--- src/rtl/uart_tx_sched_pkg.sv ---
// Shared types and defaults for the UART transmit scheduler.
// No logic of its own; zero latency.
// No flow control; types only.
package uart_tx_sched_pkg;

  typedef enum logic [1:0] {
    ST_IDLE      = 2'd0,
    ST_SEND      = 2'd1,
    ST_WAIT_BUSY = 2'd2,
    ST_WAIT_DONE = 2'd3
  } state_t;

  typedef enum logic {
    SRC_RF  = 1'b0,
    SRC_ALU = 1'b1
  } src_t;

  localparam int BUSY_TMO_DEF = 4;

  // Bits needed to hold a busy-wait count in the range 0..tmo.
  function automatic int cnt_width(input int tmo);
    return (tmo < 2) ? 1 : $clog2(tmo + 1);
  endfunction

endpackage

--- src/rtl/rr_arb2.sv ---
// Two-input round-robin arbiter with per-source masks.
// Purely combinational: grant is valid in the same cycle as the requests.
// No backpressure; the caller decides whether to act on the grant.
module rr_arb2 import uart_tx_sched_pkg::*; (
  input  logic req_rf,
  input  logic req_alu,
  input  logic mask_rf,
  input  logic mask_alu,
  input  logic last_src,
  output logic gnt_vld,
  output logic gnt_src
);

  logic elig_rf;
  logic elig_alu;

  assign elig_rf  = req_rf  & ~mask_rf;
  assign elig_alu = req_alu & ~mask_alu;

  // On a tie the source that was not served last wins; a lone requester always wins.
  always_comb begin
    gnt_vld = elig_rf | elig_alu;
    gnt_src = SRC_RF;
    if (elig_rf && elig_alu) begin
      gnt_src = (last_src == SRC_ALU) ? SRC_RF : SRC_ALU;
    end else if (elig_alu) begin
      gnt_src = SRC_ALU;
    end
  end

endmodule

--- src/rtl/uart_tx_sched.sv ---
// Schedules one-byte RF and two-byte ALU sends onto a single UART transmitter.
// Grant edge to DATA_VALID strobe: 1 cycle; ACK lands on the edge that returns to IDLE.
// Requests wait while UART_BUSY is high in IDLE; a missing busy rise times out with ERR.
module uart_tx_sched import uart_tx_sched_pkg::*; #(
  parameter int WIDTH    = 8,
  parameter int BUSY_TMO = BUSY_TMO_DEF
) (
  input  logic               CLK,
  input  logic               RST,
  input  logic               RF_REQ,
  input  logic [WIDTH-1:0]   RF_DATA,
  input  logic               ALU_REQ,
  input  logic [2*WIDTH-1:0] ALU_DATA,
  input  logic               UART_BUSY,
  output logic [WIDTH-1:0]   P_DATA,
  output logic               DATA_VALID,
  output logic               RF_ACK,
  output logic               ALU_ACK,
  output logic               ERR,
  output logic               SCHED_BUSY
);

  localparam int CW = cnt_width(BUSY_TMO);
  // Last WAIT_BUSY cycle before giving up: the count has then reached BUSY_TMO cycles.
  localparam logic [CW-1:0] TMO_LAST = CW'(BUSY_TMO - 1);

  state_t             state_q, state_d;
  src_t               src_q, src_d;
  src_t               last_q, last_d;
  logic [2*WIDTH-1:0] buf_q, buf_d;
  logic               byte_hi_q, byte_hi_d;
  logic [CW-1:0]      cnt_q, cnt_d;

  logic [WIDTH-1:0]   p_data_d;
  logic               dv_d;
  logic               rf_ack_d;
  logic               alu_ack_d;
  logic               err_d;

  logic               gnt_vld;
  logic               gnt_src;
  logic               more_bytes;

  // A source whose ACK is showing this cycle is masked so a still-high REQ is not re-granted.
  rr_arb2 u_arb (
    .req_rf   (RF_REQ),
    .req_alu  (ALU_REQ),
    .mask_rf  (RF_ACK),
    .mask_alu (ALU_ACK),
    .last_src (last_q),
    .gnt_vld  (gnt_vld),
    .gnt_src  (gnt_src)
  );

  // Only the ALU has a second byte, and only while the low byte is current.
  assign more_bytes = (src_q == SRC_ALU) && !byte_hi_q;
  assign SCHED_BUSY = (state_q != ST_IDLE);

  // State register.
  always_ff @(posedge CLK) begin
    if (RST) begin
      state_q <= ST_IDLE;
    end else begin
      state_q <= state_d;
    end
  end

  // Next-state decision.
  always_comb begin
    state_d = state_q;
    case (state_q)
      ST_IDLE: begin
        if (gnt_vld && !UART_BUSY) state_d = ST_SEND;
      end
      ST_SEND: begin
        state_d = ST_WAIT_BUSY;
      end
      ST_WAIT_BUSY: begin
        if (UART_BUSY)              state_d = ST_WAIT_DONE;
        else if (cnt_q == TMO_LAST) state_d = ST_IDLE;
      end
      ST_WAIT_DONE: begin
        if (!UART_BUSY) state_d = more_bytes ? ST_SEND : ST_IDLE;
      end
      default: state_d = ST_IDLE;
    endcase
  end

  // Next values for the registered outputs and the frame datapath.
  always_comb begin
    p_data_d  = P_DATA;
    dv_d      = 1'b0;
    rf_ack_d  = 1'b0;
    alu_ack_d = 1'b0;
    err_d     = 1'b0;
    src_d     = src_q;
    last_d    = last_q;
    buf_d     = buf_q;
    byte_hi_d = byte_hi_q;
    cnt_d     = '0;
    case (state_q)
      ST_IDLE: begin
        if (state_d == ST_SEND) begin
          src_d     = src_t'(gnt_src);
          last_d    = src_t'(gnt_src);
          byte_hi_d = 1'b0;
          buf_d     = (gnt_src == SRC_ALU) ? ALU_DATA : {{WIDTH{1'b0}}, RF_DATA};
          dv_d      = 1'b1;
        end
      end
      ST_WAIT_BUSY: begin
        if (state_d == ST_WAIT_BUSY) begin
          cnt_d = cnt_q + 1'b1;
        end else if (state_d == ST_IDLE) begin
          // Timeout: finish the request with an error; any remaining byte is dropped.
          err_d     = 1'b1;
          rf_ack_d  = (src_q == SRC_RF);
          alu_ack_d = (src_q == SRC_ALU);
        end
      end
      ST_WAIT_DONE: begin
        if (state_d == ST_SEND) begin
          byte_hi_d = 1'b1;
          dv_d      = 1'b1;
        end else if (state_d == ST_IDLE) begin
          rf_ack_d  = (src_q == SRC_RF);
          alu_ack_d = (src_q == SRC_ALU);
        end
      end
      default: begin
      end
    endcase
    if (dv_d) begin
      p_data_d = byte_hi_d ? buf_d[2*WIDTH-1:WIDTH] : buf_d[WIDTH-1:0];
    end
  end

  // Output and datapath registers.
  always_ff @(posedge CLK) begin
    if (RST) begin
      P_DATA     <= '0;
      DATA_VALID <= 1'b0;
      RF_ACK     <= 1'b0;
      ALU_ACK    <= 1'b0;
      ERR        <= 1'b0;
      src_q      <= SRC_RF;
      last_q     <= SRC_ALU;
      buf_q      <= '0;
      byte_hi_q  <= 1'b0;
      cnt_q      <= '0;
    end else begin
      P_DATA     <= p_data_d;
      DATA_VALID <= dv_d;
      RF_ACK     <= rf_ack_d;
      ALU_ACK    <= alu_ack_d;
      ERR        <= err_d;
      src_q      <= src_d;
      last_q     <= last_d;
      buf_q      <= buf_d;
      byte_hi_q  <= byte_hi_d;
      cnt_q      <= cnt_d;
    end
  end

endmodule
--- config.mk ---
export PLATFORM = sky130hd
export DESIGN_NAME = uart_tx_sched
export DESIGN_NICKNAME = d
export VERILOG_FILES = /design/src/rtl/uart_tx_sched_pkg.sv /design/src/rtl/rr_arb2.sv /design/src/rtl/uart_tx_sched.sv
export SDC_FILE = /design/constraint.sdc
export NUM_CORES = 1
export LEC_CHECK = 0
export BUFFER_PORTS_ARGS = -buffer_cell sky130_fd_sc_hd__clkbuf_2
export CORE_ASPECT_RATIO = 1.1
export CORE_UTILIZATION = 30
export CTS_BUF_LIST = sky130_fd_sc_hd__clkbuf_4 sky130_fd_sc_hd__clkbuf_8
export DETAILED_ROUTE_END_ITERATION = 7
export PLACE_DENSITY_LB_ADDON = 0.1
export SLEW_MARGIN = 20
export SYNTH_ARGS = -nofsm -noshare
export SYNTH_HDL_FRONTEND = slang
export SYNTH_SLANG_ARGS = --single-unit
--- constraint.sdc ---
create_clock -name CLK -period 2.1 [get_ports CLK]
set_input_delay 0.42 -clock CLK [delete_from_list [all_inputs] [get_ports CLK]]
set_output_delay 0.42 -clock CLK [all_outputs]
set_load 0.02 [all_outputs]
==> summary.txt <==
Timing
  • Setup total negative slack: -0.638 ns
  • Final-report max-slew violation count: 0
  • Setup repair after global routing missed its margin: true
  • Slew @ Worst Pin: approximately 0.52 ns
  • Final Worst Setup Slack: -0.105 ns
  • Highest achievable clock rate: about 450 MHz
  • Portion of the clock cycle consumed by the worst path in the final layout: 105%
  • Final count of hold timing violations: 0
  • Final setup violation count: 9
  • Slew HR: 65.1%
  • Worst Skew: around 0.0044 ns
  • Min Clock Period, post-route: between 2 and 2.5 ns

Worst setup path
  • CP arrival: 2.41 ns
  • Req. time, crit path: about 2.3 ns
  • Highest net fanout along the worst path: 4
  • Critical path type: flop to flop
  • Startpoint class of the critical path: flop
  • Nature of the critical path endpoint: flop

CTS
  • H-tree levels: 2
  • Clock slew at reported path FFs: around 0.08 ns
  • Master cell of the clock root buffer: sky130_fd_sc_hd__clkbuf_8
  • TritonCTS clock tree: done
  • Max clock buf depth: 2
  • # hold bufs at CTS: 0
  • Number of sinks on the clock net: 36
  • Skew-Pair Late Insertion Delay: 0.29 ns
  • TritonCTS Buffers: 5

Detailed routing
  • Residual DRC count: 0
  • Antenna-violating nets left: 0
  • 1st-pass router iterations: 4
  • Violation count after the first detailed-routing iteration: a little under 60
  • Mean number of vias per cell: 4.82
  • Via count of the routed design: roughly 1700
  • Drt total wl: about 4700 µm
  • Per-cell routed wire length: approximately 14 µm

Yosys
  • Top cells by area, synth: sky130_fd_sc_hd__dfxtp_1, sky130_fd_sc_hd__a22oi_1, sky130_fd_sc_hd__nor2_1
  • Area share of the largest cell type after synthesis: 42.0%
  • Mux contribution to synthesized area: under 10%
  • Distinct cells, synth: 31
  • Sequential share of the synthesized area: between 40% and 50%
  • Post-synthesis xor/xnor area fraction: 0%
  • Synth Register Bits: 36
  • Basic-gate share of the synthesized area counting and, or, nand and nor cells: 15.3%
  • Post-Synth Adder-Cell Area: under 10%
  • Yosys top cell by area: sky130_fd_sc_hd__dfxtp_1
  • Mean area per synthesized cell: roughly 8.9 µm²
  • Share of the synthesized area in compound gates (AO/OA/AOI/OAI): a little over a quarter
  • Cell count after synthesis: ~190
  • Main combinational cell family by area after synthesis: compound AO/OA/AOI/OAI gates
  • Post-Synthesis Net Count: 227
  • Count of warnings emitted by yosys: 0
  • Netlist Area Pre-Place: 0.00172 mm²

Cells and area
  • Share of layout cells above drive strength 1: around half
  • Area of all placed cells without fillers: 0.00267 mm²
  • ANT cells: 0
  • Area growth from synthesis to final layout: 55.2%
  • Fin nets: 303
  • Register area: 731 µm²
  • Count of fill cells added during filler insertion: around 570
  • Multi-input logic area: about 0.0011 mm²

Global routing
  • Global route overflow: 0
  • Number of antenna violations at the first check in global routing: 0
  • M2 GR Usage: about a quarter
  • Grt peak-use layer: met2
  • GRT Overall Usage: roughly 17%
  • Global-route wire length before repair: approximately 7500 µm
  • Pin count of the biggest net entering global routing: 14
  • Met1 Usage GRT: 22.9%
  • Number of global-route vias before repair: roughly 1500
  • Met3 demand-to-capacity share in global routing: between 4 and 5%

Place
  • Port buffer count: between 40 and 50
  • Final HPWL DP: between 3000 and 4000 µm
  • RePlAce Congestion: between 0.7 and 0.8
  • Placed inst area: between 0.002 and 0.0025 mm²

Flow run
  • Max_cap viols: 0

Die
  • Row Count: 28
  • Die height: roughly 80 µm
  • Horizontal die dimension: 74.2 µm
  • Full die area: a little over 0.006 mm²
  • Top-Level Pins: 42
  • Starting utilization of the core area: a little under a third
  • Area inside the core boundary: about 0.0055 mm²

Run status
  • Failing checks: negative setup slack
  • Status: finished with violations

Power
  • Power density normalized to cell area: roughly 1600 mW/mm²
  • Max rail drop VDD: around 560 µV
  • Leakage: between 1 and 1.5 nW
  • Final Total Pwr: between 4 and 5 mW

Worst hold path
  • Hold Crit Class: primary input to flop
## path summary, 6_finish.rpt
kind         cells after the start                start  slack [ns]                endpoint
max                             11  cnt_q[0]$_SDFF_PP0_       -0.10  P_DATA[0]$_SDFFE_PP0P_
max reg2reg                     11  cnt_q[0]$_SDFF_PP0_       -0.10  P_DATA[0]$_SDFFE_PP0P_
min reg2reg                      1  cnt_q[0]$_SDFF_PP0_        0.43     cnt_q[0]$_SDFF_PP0_
min                              3         ALU_DATA[15]        0.38    buf_q[15]$_SDFF_PP0_
## power by group
| group | internal [mW] | leakage (nW) | switching, mW |
|---|---|---|---|
| Clock | 0.268 | 0.0516 | 0.265 |
| Sequential | 0.920 | 0.295 | 0.164 |
| Combinational | 1.26 | 0.847 | 1.45 |
| Total | 2.45 | 1.19 | 1.88 |
## flip-flops by register name, summed over array words and instances, names as in the netlist, 2 cells and up
register  flops
P_DATA        8
buf_q        16
cnt_q         3
state_q       2
## cells in the final DEF, fill, tap and decap left out, types with 3 or more instances in the layout
cell type	netlist	layout
sky130_fd_sc_hd__a211oi_2	0	3
sky130_fd_sc_hd__nand2_1	4	3
sky130_fd_sc_hd__buf_12	0	3
sky130_fd_sc_hd__a211oi_1	10	7
sky130_fd_sc_hd__mux2i_1	8	8
sky130_fd_sc_hd__clkbuf_8	0	6
sky130_fd_sc_hd__a21oi_1	5	4
sky130_fd_sc_hd__a21o_1	11	11
sky130_fd_sc_hd__ha_4	0	4
sky130_fd_sc_hd__o32ai_2	0	6
sky130_fd_sc_hd__buf_6	1	7
sky130_fd_sc_hd__a22oi_1	16	8
sky130_fd_sc_hd__and3_1	9	9
sky130_fd_sc_hd__dfxtp_1	36	32
sky130_fd_sc_hd__buf_4	1	26
sky130_fd_sc_hd__clkbuf_2	0	41
sky130_fd_sc_hd__a22oi_2	0	8
sky130_fd_sc_hd__nor2_1	28	24
sky130_fd_sc_hd__nor2_2	0	3
sky130_fd_sc_hd__inv_1	16	15
sky130_fd_sc_hd__o21ai_2	0	6
## metal layers
layer	part of all wire, %	vias up
met1	49	764
met4	1.6	0
met2	45	36
met5	0	-
li1	-	849
met3	4.0	8
## critical path: stages (launching register included)
cell	delay [ns]
sky130_fd_sc_hd__dfxtp_2	0.34
sky130_fd_sc_hd__ha_4	0.16
sky130_fd_sc_hd__ha_4	0.15
sky130_fd_sc_hd__and3b_1	0.21
sky130_fd_sc_hd__a2111oi_2	0.04
sky130_fd_sc_hd__a2111o_1	0.34
sky130_fd_sc_hd__buf_6	0.15
sky130_fd_sc_hd__nor3_4	0.17
sky130_fd_sc_hd__buf_6	0.13
sky130_fd_sc_hd__buf_6	0.11
sky130_fd_sc_hd__o21ai_2	0.06
sky130_fd_sc_hd__o32ai_2	0.26
## cell families (layout without fill, tap and decap cells)
logic type,count (synthesis),in the layout
AOI/OAI and AO/OA,65,65
buffers and inverters,25,102
adders and majority gates,6,6
muxes,8,8
DFF,36,36
and+or+nand+nor,52,52
## layout make-up
type	instances	share of cell area [%]
Sequential cell	36	27.4
Inverter	16	2.35
Clock inverter	2	0.516
Timing Repair Buffer	78	20.4
Clock buffer	6	3.10
Tap cell	75	3.52
Multi-Input combinational cell	131	42.7
## cell usage after synthesis
master / instances
sky130_fd_sc_hd__and3b_1: 1
sky130_fd_sc_hd__a2111o_1: 1
sky130_fd_sc_hd__nand2_1: 4
sky130_fd_sc_hd__and4bb_2: 1
sky130_fd_sc_hd__nor3_2: 2
sky130_fd_sc_hd__buf_2: 3
sky130_fd_sc_hd__a211o_1: 1
sky130_fd_sc_hd__o211ai_1: 1
sky130_fd_sc_hd__a221oi_1: 1
sky130_fd_sc_hd__buf_4: 1
sky130_fd_sc_hd__o32ai_1: 8
sky130_fd_sc_hd__a21oi_1: 5
sky130_fd_sc_hd__mux2i_1: 8
sky130_fd_sc_hd__and3_1: 9
sky130_fd_sc_hd__o21ai_0: 8
sky130_fd_sc_hd__a22oi_1: 16
sky130_fd_sc_hd__nor2_1: 28
sky130_fd_sc_hd__nand3b_1: 1
sky130_fd_sc_hd__a2111oi_0: 1
sky130_fd_sc_hd__ha_1: 6
sky130_fd_sc_hd__or2_2: 1
sky130_fd_sc_hd__or2_1: 1
sky130_fd_sc_hd__a211oi_1: 10
sky130_fd_sc_hd__o21bai_1: 1
sky130_fd_sc_hd__inv_1: 16
sky130_fd_sc_hd__nand2b_1: 4
sky130_fd_sc_hd__buf_6: 1
sky130_fd_sc_hd__o21ai_1: 1
sky130_fd_sc_hd__a21o_1: 11
sky130_fd_sc_hd__dfxtp_1: 36
sky130_fd_sc_hd__clkbuf_1: 4
## timing repair
item,in CTS,in global routing
cloned,0,1
gates resized for setup,28,31
buffers inserted,5,1
pin swaps,8,16
endpoints found under the setup margin,26,32
## per-stage QoR
stage / hold WS, ns / instances / worst slack, ns / util [%]
floorplan: 0.401 / 192 / 0.0196 / -
global placement: 0.415 / 329 / -0.192 / 41.4
detailed placement: 0.415 / 329 / -0.193 / 41.4
CTS: 0.372 / 342 / -0.117 / 46.3
global route: 0.383 / 344 / -0.188 / 48.8
finish: 0.384 / 344 / -0.105 / 48.8
(Power assumes the default switching activity.)
